File: src/rtl/imem_pkg.sv
// Definitions shared by the instruction-memory loader: word/byte geometry,
// the loader FSM state encoding and the big-endian lane extraction helper.
package imem_pkg;

  localparam int WORD_SIZE  = 32;
  localparam int BYTE_SIZE  = 8;
  localparam int NUM_LANES  = 4;
  localparam int LANE_WIDTH = $clog2(NUM_LANES);

  typedef enum logic [2:0] {
    IDLE,
    WAIT_WORD,
    WRITE,
    DONE,
    ERR
  } state_t;

  // Lane 0 is the most significant byte (big-endian byte order in memory).
  function automatic logic [BYTE_SIZE-1:0] lane_byte(
    input logic [WORD_SIZE-1:0]  word,
    input logic [LANE_WIDTH-1:0] lane
  );
    return word[WORD_SIZE-1 - BYTE_SIZE*int'(lane) -: BYTE_SIZE];
  endfunction

endpackage

File: src/rtl/imem_loader.sv
// Streams 32-bit instruction words into a byte-wide instruction memory,
// one byte per cycle, big-endian, with alignment and overflow protection.
module imem_loader
  import imem_pkg::*;
#(
  parameter  int MEM_SIZE   = 1024,
  localparam int ADDR_WIDTH = $clog2(MEM_SIZE)
) (
  input  logic                  clk,
  input  logic                  rst,
  input  logic                  start,
  input  logic [WORD_SIZE-1:0]  start_addr,
  input  logic [WORD_SIZE-1:0]  word_in,
  input  logic                  word_valid,
  input  logic                  word_last,
  output logic                  word_ready,
  output logic                  mem_we,
  output logic [ADDR_WIDTH-1:0] mem_addr,
  output logic [BYTE_SIZE-1:0]  mem_wdata,
  output logic                  busy,
  output logic                  done,
  output logic                  error,
  output logic [ADDR_WIDTH-1:0] words_written
);

  // One spare bit lets the counter step past the top of memory instead of
  // wrapping, so the overflow check below sees the true address.
  localparam int                  CNT_WIDTH = ADDR_WIDTH + 1;
  localparam int                  END_WIDTH = ADDR_WIDTH + 2;
  localparam logic [END_WIDTH-1:0] MEM_LIMIT = END_WIDTH'(MEM_SIZE);
  localparam logic [LANE_WIDTH-1:0] LAST_LANE = LANE_WIDTH'(NUM_LANES - 1);

  state_t                  state, state_next;
  logic [CNT_WIDTH-1:0]    addr;
  logic [END_WIDTH-1:0]    addr_end;
  logic [LANE_WIDTH-1:0]   lane, lane_next;
  logic [WORD_SIZE-1:0]    word_q;
  logic                    last_q;
  logic                    accept;
  logic                    start_unused;

  assign start_unused = ^start_addr[WORD_SIZE-1:ADDR_WIDTH];
  assign accept       = word_valid && word_ready;
  assign addr_end     = {1'b0, addr} + END_WIDTH'(NUM_LANES - 1);
  assign lane_next    = lane + 1'b1;

  always_ff @(posedge clk) begin
    if (!rst) state <= IDLE;
    else      state <= state_next;
  end

  always_comb begin
    state_next = state;
    unique case (state)
      IDLE:      if (start) state_next = (start_addr[1:0] != 2'b00) ? ERR : WAIT_WORD;
      WAIT_WORD: if (accept) state_next = (addr_end >= MEM_LIMIT) ? ERR : WRITE;
      WRITE:     if (lane == LAST_LANE) state_next = last_q ? DONE : WAIT_WORD;
      DONE:      state_next = IDLE;
      ERR:       state_next = IDLE;
      default:   state_next = IDLE;
    endcase
  end

  // NOTE: every output is a flop loaded from state_next, so it changes on the
  // same edge as the state it describes and never glitches.
  always_ff @(posedge clk) begin
    if (!rst) begin
      word_ready    <= 1'b0;
      mem_we        <= 1'b0;
      mem_addr      <= '0;
      mem_wdata     <= '0;
      busy          <= 1'b0;
      done          <= 1'b0;
      error         <= 1'b0;
      words_written <= '0;
      addr          <= '0;
      lane          <= '0;
      word_q        <= '0;
      last_q        <= 1'b0;
    end else begin
      word_ready <= (state_next == WAIT_WORD);
      mem_we     <= (state_next == WRITE);
      busy       <= (state_next != IDLE);
      done       <= (state_next == DONE);

      if (state_next == ERR)          error <= 1'b1;
      else if (state == IDLE && start) error <= 1'b0;

      if (state == IDLE && start) begin
        words_written <= '0;
        addr          <= {1'b0, start_addr[ADDR_WIDTH-1:0]};
      end

      // Byte 0 goes out on the acceptance edge; the rest follow one per cycle.
      if (state == WAIT_WORD && state_next == WRITE) begin
        word_q    <= word_in;
        last_q    <= word_last;
        lane      <= '0;
        mem_addr  <= addr[ADDR_WIDTH-1:0];
        mem_wdata <= lane_byte(word_in, '0);
      end

      if (state == WRITE) begin
        if (lane == LAST_LANE) begin
          addr          <= addr + CNT_WIDTH'(NUM_LANES);
          words_written <= words_written + 1'b1;
        end else begin
          lane      <= lane_next;
          mem_addr  <= addr[ADDR_WIDTH-1:0] + ADDR_WIDTH'(lane_next);
          mem_wdata <= lane_byte(word_q, lane_next);
        end
      end
    end
  end

endmodule

File: config.mk
export PLATFORM = sky130hd
export DESIGN_NAME = imem_loader
export DESIGN_NICKNAME = d
export VERILOG_FILES = /design/src/rtl/imem_pkg.sv /design/src/rtl/imem_loader.sv
export SDC_FILE = /design/constraint.sdc
export NUM_CORES = 1
export LEC_CHECK = 0
export ABC_AREA = 1
export BUFFER_PORTS_ARGS = -buffer_cell sky130_fd_sc_hd__buf_2
export CAP_MARGIN = 0
export CORE_UTILIZATION = 48
export CTS_BUF_LIST = sky130_fd_sc_hd__clkbuf_16
export CTS_CLUSTER_DIAMETER = 60
export CTS_CLUSTER_SIZE = 28
export DETAILED_ROUTE_END_ITERATION = 8
export PLACE_DENSITY = 0.76
export SYNTH_ARGS = -nofsm -noshare
export SYNTH_HDL_FRONTEND = slang
export SYNTH_SLANG_ARGS = --single-unit
File: constraint.sdc
create_clock -name clk -period 2.04 [get_ports clk]
set_input_delay 0.102 -clock clk [delete_from_list [all_inputs] [get_ports clk]]
set_output_delay 0.102 -clock clk [all_outputs]
set_load 0.05 [all_outputs]
==> results.sh <==
export IMPL_kind_of_path_behind_the_tightest_hold_check="in2reg"
export IMPL_slew_limit_headroom_pct=75.8
export IMPL_root_buf_cell="clkbuf_16"
export IMPL_clkSlewWorstSetupHoldPaths_ps=60
export IMPL_total_of_max_cap_violations=0
export IMPL_hold_buffers=0
export IMPL_cts_tree="built"
export IMPL_synth_cells=543
export IMPL_stdcell_area_sq_um=4800
export IMPL_run_status="completed"
export IMPL_synth_area_per_cell_sq_um=7.24
export IMPL_total_core_area_sq_um=7810
export IMPL_grt_pass1_vias=3675
export IMPL_detail_route_iter0_violations=181
export IMPL_globalRoute_totalOverflow=0
export IMPL_wl_per_cell_microns=13.8
export IMPL_placementRows=32
export IMPL_die_height_microns=92.5
export IMPL_drc_errors=0
export IMPL_placement_io_buffers=79
export IMPL_power_density_nw_per_um2=711
export IMPL_ys_warnings_count=0
export IMPL_worst_skew_pair_later_pin_latency_ps=330
export IMPL_cts_inserted_buffers=9
export IMPL_setup_buffers_after_cts=0
export IMPL_detail_route_first_pass_iterations=5
export IMPL_arrival_ps=2060
export IMPL_number_of_instances_resized_during_post_cts_repair=0
export IMPL_clock_tree_buffer_depth=2
export IMPL_static_leakage_power_nw=2.19
export IMPL_worstPathMaxFanout=31
export IMPL_gp_congestion=0.852
export IMPL_finalHoldViolations=0
export IMPL_placed_area_sq_um=4490
export IMPL_fin_crit_sh_pct=90.3
export IMPL_fin_worst_skew_ps=5.88
export IMPL_grt_pass1_wl_mm=16.9
export IMPL_grtUsageTotal_pct=24.9
export IMPL_vdd_drop_max_v=0.000410
export IMPL_die_area_sq_um=8550
export IMPL_routed_vias=3925
export IMPL_timing_final_crit_period_ps=1840
export IMPL_grt_max_degree=32
export IMPL_dpl_cell_count=715
export IMPL_drtAntennaViolNets=0
export IMPL_clock_fmax_ghz=0.543
export IMPL_synth_seq_area_share_pct=41.8
export IMPL_timing_max_transition_violations_final=0
export IMPL_area_delta_synth_final_pct=22.2
export IMPL_route_detailed_vias_per_inst=5.34
export IMPL_synth_cell_types=36
export IMPL_finalPower_mw=3.41
export IMPL_worstMarginPinSlew_ps=359
export IMPL_hpwlAfterDp_mm=7.03
export IMPL_diodes=0
export IMPL_initial_core_util_pct=50.3
export IMPL_fin_nets=703
export IMPL_layout_drive_gt1_share_pct=21.6
export IMPL_grt_antenna_before_repair=0
export IMPL_final_setup_fails=0
export IMPL_syn_nets=618
export IMPL_detail_route_wirelength_mm=10.2
export IMPL_floorplan_die_width_microns=92.5
export IMPL_layoutNonFillerInstCount=735
export IMPL_worstPathRequired_ps=2260
export IMPL_grt_setup_unrepaired="no"
export IMPL_cts_num_sinks=82
export IMPL_worst_setup_path_start_kind="flip-flop"
export IMPL_fin_setup_tns_ps=0
export IMPL_cts_htree_levels=3
export IMPL_syn_area_sq_um=3930
export IMPL_fin_util_pct=61.5
export IMPL_synth_ff_latch_count=82
export IMPL_kind_of_end_point_of_the_critical_path="flip-flop"
export IMPL_timing_setup_critical_path_class="reg2reg"
export IMPL_ios=102
==> stage by stage <==
step,hold WS (ps),worst slack [ps]
floorplan,262,43.4
global placement,376,186
detailed placement,391,118
CTS,46.1,86.6
global route,62.0,31.0
finish,49.0,197
==> registers in the layout, summed over array words and instances, names as in the netlist <==
signal and flops:
state 3, mem_addr 10, last_q 1, mem_we 1, mem_wdata 8, busy 1
word_ready 1, lane 2, words_written 10, error 1, word_q 32, addr 11
done 1
==> report_power, final <==
part / total, mW / switching, mW / internal, mW / leakage [nW]
Clock: 1.51 / 0.674 / 0.832 / 0.128
Combinational: 0.258 / 0.164 / 0.0944 / 1.40
Sequential: 1.65 / 0.0197 / 1.63 / 0.663
==> metal layers <==
| metal | GRT usage, % | wire [microns] | vias up |
|---|---|---|---|
| met5 | 0 | 0 | - |
| met4 | 10.2 | 174 | 0 |
| met3 | 3.86 | 639 | 18 |
| met2 | 41.4 | 4950 | 163 |
| met1 | 32.0 | 4390 | 1769 |
| li1 | - | - | 1975 |
==> cells in the final DEF, fill, tap and decap left out, types with 2 or more instances in the layout <==
cell,count
buf_12,3
nor3_1,6
buf_4,21
nand4_1,15
o21bai_1,3
clkinvlp_4,3
ha_1,5
buf_2,79
clkinv_1,3
a21oi_2,2
dfxtp_1,82
a21oi_1,71
nand2_2,3
nor2_2,2
a31oi_1,3
o21ai_1,3
inv_6,2
o211ai_1,4
o21ai_0,62
nand3_2,7
nand2_1,81
nand3_1,47
xor2_1,3
clkbuf_16,9
inv_1,75
nor2_1,25
==> critical path, stage by stage (launching register included) <==
cell and delay (ps):
dfxtp_1 340, ha_1 200, nand2_2 90, nor2_4 170, nand4_2 150, nand2_4 110
nand3_4 160, buf_12 220, o21ai_0 200, a21oi_1 70
==> Yosys cell counts <==
library cell | n | area share (%)
nand4_1 | 15 | 2.4
nand3_1 | 47 | 6.0
nand3_2 | 7 | 1.8
nand2_1 | 81 | 7.7
o211ai_1 | 4 | 0.76
o21ai_0 | 62 | 7.9
a311oi_1 | 1 | 0.22
a21oi_1 | 71 | 9.0
nor2_1 | 25 | 2.4
buf_2 | 5 | 0.64
nand2_2 | 3 | 0.48
dfxtp_1 | 82 | 42
inv_1 | 75 | 7.2
o2111ai_1 | 1 | 0.22
a221oi_1 | 1 | 0.22
buf_6 | 4 | 1.1
nor3b_1 | 1 | 0.19
nand2_4 | 1 | 0.29
a31oi_1 | 3 | 0.48
xnor2_1 | 1 | 0.22
nand4_2 | 1 | 0.32
a21o_1 | 1 | 0.19
nand3_4 | 1 | 0.45
nor2_2 | 2 | 0.32
nor3_1 | 6 | 0.76
a211oi_1 | 1 | 0.19
a21oi_2 | 2 | 0.45
o21ai_1 | 3 | 0.38
nor2_4 | 1 | 0.29
clkbuf_1 | 19 | 1.8
xor2_1 | 3 | 0.67
buf_4 | 1 | 0.19
fa_1 | 1 | 0.51
clkinv_1 | 3 | 0.29
o21bai_1 | 3 | 0.57
ha_1 | 5 | 1.6
==> cell type report <==
type	instances	area (sq um)
tap	102	128
fill	721	3010
clock inverter	7	53.8
sequential	82	1640
multi-input combinational	354	1850
timing repair buffer	103	613
clock buffer	9	225
inverter	78	293
==> cells by family (layout without fill, tap and decap cells) <==
group | after synthesis | in the layout | share of synthesized area (%)
AND/OR/NAND/NOR | 191 | 191 | 23.4
flip-flops | 82 | 82 | 41.8
AO/OA/AOI/OAI | 153 | 153 | 20.6
XOR/XNOR | 4 | 4 | 0.892
adder cells (fa/ha/maj) | 6 | 6 | 2.10
buffers and inverters | 107 | 197 | 11.2
==> path summary, 6_finish.rpt <==
path / startpoint / end / slack [ps] / cells after the start
setup / recovery: addr[3] / word_q[18] / 200 / 9
setup reg to reg: addr[3] / word_q[18] / 200 / 9
hold / removal: word_in[12] / word_q[12] / 50 / 3
hold reg to reg: word_q[10] / word_q[10] / 450 / 2
Note: power is estimated with default switching activity, not from simulation.
